$ cat config.mk
export PLATFORM = sky130hd
export DESIGN_NAME = avalon_mem_arbiter
export DESIGN_NICKNAME = d
export VERILOG_FILES = /design/src/rtl/mem_arb_pkg.sv /design/src/rtl/avalon_mem_arbiter_rr_pick2.sv /design/src/rtl/avalon_mem_arbiter.sv
export SDC_FILE = /design/constraint.sdc
export NUM_CORES = 1
export LEC_CHECK = 0
export CAP_MARGIN = 20
export CORE_MARGIN = 3
export CORE_UTILIZATION = 44
export CTS_BUF_LIST = sky130_fd_sc_hd__clkbuf_16
export CTS_CLUSTER_DIAMETER = 200
export CTS_CLUSTER_SIZE = 16
export DETAILED_ROUTE_END_ITERATION = 10
export GPL_TIMING_DRIVEN = 0
export MAX_ROUTING_LAYER = met4
export PLACE_DENSITY_LB_ADDON = 0.12
export SLEW_MARGIN = 20
export SYNTH_ARGS = -nofsm -noshare
export SYNTH_HDL_FRONTEND = slang
export SYNTH_SLANG_ARGS = --single-unit
$ cat constraint.sdc
create_clock -name clk -period 5.2 [get_ports clk]
set_clock_uncertainty 0.15 [all_clocks]
set_input_delay 0.78 -clock clk [delete_from_list [all_inputs] [get_ports clk]]
set_output_delay 0.78 -clock clk [all_outputs]
set_load 0.03 [all_outputs]
$ cat src/rtl/mem_arb_pkg.sv
// rtl/mem_arb_pkg.sv - shared types and constants for the two-port Avalon-MM arbiter
package mem_arb_pkg;

    typedef enum logic [1:0] {
        IDLE = 2'd0,
        XFER = 2'd1,
        DONE = 2'd2
    } arb_state_t;

    typedef enum logic {
        INST = 1'b0,
        DATA = 1'b1
    } port_t;

    localparam logic [3:0] FULL_BE = 4'hF;

endpackage

$ cat src/rtl/avalon_mem_arbiter_rr_pick2.sv
// rtl/avalon_mem_arbiter_rr_pick2.sv - combinational two-way picker for fetch vs load/store
module rr_pick2
    import mem_arb_pkg::*;
#(
    parameter logic DATA_PRIORITY = 1'b1
) (
    input  logic  req_i,
    input  logic  req_d,
    input  port_t last_grant,
    output port_t grant
);

    // Lone requester wins; on a tie either data wins outright or the port that did not go last wins.
    always_comb begin
        grant = INST;
        if (req_d && !req_i) begin
            grant = DATA;
        end else if (req_d && req_i) begin
            if (DATA_PRIORITY) begin
                grant = DATA;
            end else if (last_grant == DATA) begin
                grant = INST;
            end else begin
                grant = DATA;
            end
        end
    end

endmodule

$ cat src/rtl/avalon_mem_arbiter.sv
// rtl/avalon_mem_arbiter.sv - shares one Avalon-MM RAM port between fetch and load/store
module avalon_mem_arbiter
    import mem_arb_pkg::*;
#(
    parameter logic DATA_PRIORITY = 1'b1
) (
    input  logic        clk,
    input  logic        reset,
    input  logic [31:0] i_address,
    input  logic        i_read,
    output logic [31:0] i_readdata,
    output logic        i_waitrequest,
    input  logic [31:0] d_address,
    input  logic        d_read,
    input  logic        d_write,
    input  logic [31:0] d_writedata,
    input  logic [3:0]  d_byteenable,
    output logic [31:0] d_readdata,
    output logic        d_waitrequest,
    output logic [31:0] address,
    output logic        read,
    output logic        write,
    output logic [31:0] writedata,
    output logic [3:0]  byteenable,
    input  logic [31:0] readdata,
    input  logic        waitrequest,
    output logic        conflict
);

    arb_state_t state;
    arb_state_t state_nxt;
    port_t      owner;
    port_t      last_grant;
    port_t      pick;

    logic req_d;
    logic any_req;
    logic grant;
    logic complete;

    assign req_d    = d_read | d_write;
    assign any_req  = i_read | req_d;
    assign grant    = (state == IDLE) && any_req;
    assign complete = (state == XFER) && !waitrequest;

    rr_pick2 #(
        .DATA_PRIORITY(DATA_PRIORITY)
    ) u_pick (
        .req_i      (i_read),
        .req_d      (req_d),
        .last_grant (last_grant),
        .grant      (pick)
    );

    // State register.
    always_ff @(posedge clk or negedge reset) begin
        if (!reset) begin
            state <= IDLE;
        end else begin
            state <= state_nxt;
        end
    end

    // Next state: one transaction at a time, DONE always lasts exactly one cycle.
    always_comb begin
        state_nxt = state;
        case (state)
            IDLE:    if (any_req) state_nxt = XFER;
            XFER:    if (!waitrequest) state_nxt = DONE;
            DONE:    state_nxt = IDLE;
            default: state_nxt = IDLE;
        endcase
    end

    // Latch the winning request into the master outputs and hold it until RAM accepts it.
    always_ff @(posedge clk or negedge reset) begin
        if (!reset) begin
            owner      <= INST;
            last_grant <= INST;
            address    <= '0;
            writedata  <= '0;
            byteenable <= '0;
            read       <= 1'b0;
            write      <= 1'b0;
            conflict   <= 1'b0;
        end else if (grant) begin
            owner      <= pick;
            last_grant <= pick;
            if (pick == DATA) begin
                address    <= d_address;
                writedata  <= d_writedata;
                byteenable <= d_byteenable;
                write      <= d_write;
                read       <= !d_write;
                if (d_read && d_write) begin
                    conflict <= 1'b1;
                end
            end else begin
                address    <= i_address;
                byteenable <= FULL_BE;
                read       <= 1'b1;
                write      <= 1'b0;
            end
        end else if (complete) begin
            read  <= 1'b0;
            write <= 1'b0;
        end
    end

    // Report completion to the owner one cycle after RAM accepts, capturing read data on the way.
    always_ff @(posedge clk or negedge reset) begin
        if (!reset) begin
            i_waitrequest <= 1'b1;
            d_waitrequest <= 1'b1;
            i_readdata    <= '0;
            d_readdata    <= '0;
        end else begin
            i_waitrequest <= 1'b1;
            d_waitrequest <= 1'b1;
            if (complete) begin
                if (owner == INST) begin
                    i_waitrequest <= 1'b0;
                    if (read) i_readdata <= readdata;
                end else begin
                    d_waitrequest <= 1'b0;
                    if (read) d_readdata <= readdata;
                end
            end
        end
    end

endmodule
* Word level (Yosys, flattened, before mapping)
Index checks and enable logic that the tools add are counted.
W data, S select, Z words.
** Cells by class
- Equality and inequality tests :: 3
- Mux-type cells :: 16
- Bitwise logic cells :: 3
- Reductions and logical operators :: 15
** Operators with widths (number)
- $mux W32 :: 1
- $mux W1 :: 11
- $reduce_and A3 Y1 :: 3
- $logic_and A1 B1 Y1 :: 5
- $mux W2 :: 2
- $mux W4 :: 1
- $ne A2 B2 Y1 const B :: 2
- $pmux W2 S2 :: 1
- $reduce_and A2 Y1 :: 2
- $logic_not A1 Y1 :: 3
- $eq A2 B1 Y1 const B :: 1
- $logic_not A2 Y1 :: 1
- $or A1 B1 Y1 :: 2
- $reduce_bool A2 Y1 :: 1
- $not A1 Y1 :: 1
** Storage, ports and cells
- Register bits :: 140
- Input port bits :: 138
- Output and inout port bits :: 137
- Logic and storage cells :: 49

* Longest topological paths before layout
- Depth in word-level cells :: 6
- Depth in mapped cells :: 5
- Mapped depth without buffers :: 4

* Modules after synthesis
From an unflattened synthesis, not the netlist that was laid out.
** Unflattened totals
- Cell total of the unflattened synthesis :: 347
- Area, all modules :: 5659.2 um^2
** By module, submodules not included
- avalon_mem_arbiter :: times used 1, cells each 346, area an instance 5655.4 um^2, sequential area each 3505.9 um^2
- rr_pick2 :: times used 1, cells each 1, area an instance 3.8 um^2, sequential area each 0.0 um^2

* Worst setup path before layout
Ideal clock, no wire load.
- Kind :: input-to-reg
- From :: input waitrequest
- To :: register i_readdata[1]
- Library setup time :: 0.125 ns
- Arrival :: 1.998 ns
- Data required time :: 4.925 ns
- Path slack :: 2.927 ns
- Stages :: 4
- Buffers on the path :: 1
- Cell sequence :: or3b_4 -> nor3b_4 -> buf_6 -> mux2_2
** On the way
- Cells in the longest elaborated chain, start to end :: 3
** RTL lines
- start: declaration :: RTL line avalon_mem_arbiter.sv:26 : input logic waitrequest,
- $logic_not A1 Y1
- $logic_and A1 B1 Y1 :: RTL line avalon_mem_arbiter.sv:44 : assign complete = (state == XFER) && !waitrequest;
- $reduce_and A3 Y1 (no source line)
- end signal: assignment :: RTL line avalon_mem_arbiter.sv:123 : if (read) i_readdata <= readdata;
- end: declaration :: RTL line avalon_mem_arbiter.sv:11 : output logic [31:0] i_readdata,
Every way passes these cells.
A chain may end at the register's enable or synchronous reset.

* Worst setup path after layout
- From :: input d_write
- To :: register address[21]
** On the way
- Cells in the longest elaborated chain, start to end :: 5
- Elaborated cells between the ends (all ways) :: 8
- Those cells by class :: 3 x mux; 2 x bitwise; 3 x reduce/logical
** RTL lines
- start: declaration :: RTL line avalon_mem_arbiter.sv:15 : input logic d_write,
- $or A1 B1 Y1 (*) :: RTL line avalon_mem_arbiter.sv:41 : assign req_d = d_read | d_write;
- $logic_and A1 B1 Y1 :: RTL line avalon_mem_arbiter_rr_pick2.sv:18 : end else if (req_d && req_i) begin
- $mux W1 :: RTL line avalon_mem_arbiter_rr_pick2.sv:18
- $mux W1 :: RTL line avalon_mem_arbiter_rr_pick2.sv:16 : if (req_d && !req_i) begin
- $mux W32 :: RTL line avalon_mem_arbiter.sv:89 : if (pick == DATA) begin
- end signal: assignment :: RTL line avalon_mem_arbiter.sv:90 : address <= d_address;
- end signal: assignment :: RTL line avalon_mem_arbiter.sv:99 : address <= i_address;
- end: declaration :: RTL line avalon_mem_arbiter.sv:20 : output logic [31:0] address,
Every way passes the cells marked *; elsewhere a longest branch is shown, timed or not.

==> summary.md <==
| Metric | Value |
|---|---|
| Max-cap violations | 0 |
| Largest net degree at the start of global routing | 104 |
| Nets | 773 |
| Synth-to-Final Area Change | 64.8% |
| CTS Hold Bufs | 0 |
| Reg2reg path depth | 4 |
| Vert. Die Dim | 119 microns |
| Cell area after technology mapping | 5610 sq um |
| Minimum clock period | 2.58 ns |
| Kind of critical path | in -> reg |
| Post-synth top area share | 0.616 |
| Post-CTS resize count | 0 |
| Leak | 3.86 nW |
| Hold Crit Class | in -> async |
| Asr flop ratio synth | 1.00 |
| First DRT Iteration DRCs | 120 |
| # setup viols final | 0 |
| Final Max Slew Viols | 0 |
| Largest area contributor in the netlist | dfrtp_1 |
| DRT Pass-1 Iters | 4 |
| Core Area | 12300 sq um |
| Sequential cell area fraction in the yosys report | 0.625 |
| Antenna viol nets, final | 0 |
| Status | complete, no violations |
| Reg-to-reg startpoint | state[1]$_DFFE_PN0P_ |
| Cells along the critical path | clkdlybuf4s50_1 -> nor2_1 -> clkbuf_1 -> mux2_2 -> mux2_2 |
| Yosys cell types | 23 |
| Fmax | 388 MHz |
| IO Port Bufs | 274 |
| Syn Area/Cell | 16.5 sq um |
| Syn nets | 479 |
| Worst path required time | 5.35 ns |
| Worst-case clock buffer depth | 2 |
| Vias in the first global route | 4501 |
| Worst setup startpoint | d_write |
| Via/cell ratio | 4.90 |
| Total CTS buffers | 17 |
| Crit-path max FO | 10 |
| Dpl cells | 784 |
| Placed cell areas | 8600 sq um |
| Fin area | 9240 sq um |
| Drt drc | 0 |
| Max_slew headroom | 0.650 |
| Rows | 40 |
| Synth Flop Type | dfrtp_1 |
| Non-Filler Instances | 816 |
| Final Hold Fails | 0 |
| Count leader, synth | mux2_2 |
| PD cells | 700 nW/um^2 |
| Layout fillers | 782 |
| Maximum vdd drop | 0.000392 V |
| Top delay family on crit path | buffers and inverters |
| Critical path depth | 5 |
| Die width | 119 microns |
| Yosys reg bits | 140 |
| Least-Margin Pin Slew | 0.525 ns |
| Final Power | 6.47 mW |
| Worst Setup Start Kind | input port |
| Synthesis Warnings | 0 |
| Worst path max stage delay | 0.47 ns |
| Via count | 4002 |
| Tot GR Track Use | 0.219 |
| Post-CTS setup buffer count | 0 |
| CTS tree | yes |
| Sink Count | 140 |
| Clk slew on worst S/H paths | 0.06 ns |
| First-pass GRT wire length | 23100 microns |
| Worst Setup End Kind | flop |
| Ports | 275 |
| Setup crit end | address[21]$_DFFE_PN0P_ |
| Final WL | 14600 microns |
| RSZ-0062 raised after global routing | false |
| N_diodes | 0 |
| Worst skew pair latency | 0.41 ns |
| DPL Wire Length | 11200 microns |
| Die area | 14100 sq um |
| Clock Tree Root | clkbuf_16 |
| Htree depth | 4 |
| RR Endpoint | i_readdata[23]$_DFFE_PN0P_ |
| Post-synth EDFFs | 0 |
| Starting density of the core | 0.458 |
| Final worst-path cycle share | 0.495 |
| Worst path arrival time | 2.73 ns |
| Reg2reg setup slack | 3.13 ns |
| Crit path buffers/inverters | 2 |
| Routed len/inst | 17.9 microns |
| Antenna violations before repair | 0 |
| Slowest cell on the critical path | clkdlybuf4s50_1 |
| RePlAce Congestion | 0.763 |
| Most frequent CP cell | mux2_2 |
| Post-Synthesis Cells | 341 |
| Share of cells above drive strength 1 | 0.327 |
| Total negative slack | 0 ns |
| Commonest cells post-synth | mux2_2 (156), dfrtp_1 (138), buf_2 (8) |
| Top post-synthesis cells by area | dfrtp_1 (62%), mux2_2 (31%), buf_6 (1.2%) |
| Total grt overflow | 0 |
-- cell type report --
| cell class | instances | area, sq um | area share |
|---|---|---|---|
| Buffer | 16 | 115 | 0.0125 |
| Clock buffer | 17 | 425 | 0.0460 |
| Clock inverter | 15 | 223 | 0.0241 |
| Inverter | 1 | 3.75 | 0.000406 |
| Multi-Input combinational cell | 184 | 1990 | 0.215 |
| Sequential cell | 140 | 3510 | 0.379 |
| Tap cell | 168 | 210 | 0.0227 |
| Timing Repair Buffer | 275 | 2780 | 0.300 |
-- registers in the layout, indices dropped and copies added (netlist names) --
name and flops:
d_waitrequest 1, write 1, conflict 1, i_readdata 32, state 2, i_waitrequest 1
byteenable 4, owner 1, writedata 32, read 1, d_readdata 32, address 32
-- cells in the final DEF (no fill, tap or decap), types with 2 or more instances in the layout --
cell and n:
clkbuf_16 17, clkinv_2 2, mux2_1 4, buf_2 8
bufinv_16 5, clkdlybuf4s50_1 273, clkbuf_1 2, mux2_2 156
clkinvlp_4 2, a31o_2 2, clkinv_4 4, dfstp_2 2
nand2_1 5, dfrtp_1 138, o22a_1 4, nor2_1 2
buf_6 6
-- worst reg2reg max path, stage by stage, from the launching register on --
cell and delay [ns]:
dfrtp_1 0.40, or3b_4 0.45, nor3b_4 0.38, buf_6 0.22, mux2_2 0.36
-- worst min path at each step --
stage / start / to
6_report: reset / d_readdata[10]$_DFFE_PN0P_
5_1_grt: reset / d_readdata[10]$_DFFE_PN0P_
4_1_cts: reset / d_readdata[10]$_DFFE_PN0P_
3_5_place_dp: conflict$_DFFE_PN0P_ / conflict$_DFFE_PN0P_
3_3_place_gp: conflict$_DFFE_PN0P_ / conflict$_DFFE_PN0P_
2_1_floorplan: reset / address[0]$_DFFE_PN0P_
-- metrics by stage --
stage	utilization	hold slack (ns)	worst slack, ns
after floorplan	-	0.334	2.93
after global placement	0.698	0.306	-2.16
after detailed placement	0.701	0.309	2.17
after CTS	0.754	0.0673	2.62
after global routing	0.754	0.0737	2.49
final	0.754	0.0769	2.62
-- layer usage --
metal | GRT usage | vias up | routed length [microns]
met3 | 0.0802 | 26 | 1160
met4 | 0.0862 | 0 | 380
li1 | - | 1810 | -
met5 | - | - | 0
met1 | 0.221 | 2000 | 5210
met2 | 0.385 | 166 | 7860
-- kinds of logic (layout without fill, tap and decap cells) --
kind of cell | count (synthesis) | count (layout) | synth area share
AND/OR/NAND/NOR | 14 | 14 | 0.0178
AO/OA/AOI/OAI | 9 | 9 | 0.0132
flip-flops | 140 | 140 | 0.625
buffers and inverters | 17 | 324 | 0.0212
multiplexers | 161 | 161 | 0.323
-- report_power, final --
group / internal [mW] / switching [mW] / total, mW
Sequential: 1.64 / 0.282 / 1.92
Combinational: 1.54 / 1.71 / 3.25
Clock: 0.850 / 0.452 / 1.30
Power figures use the tool's default switching activity.
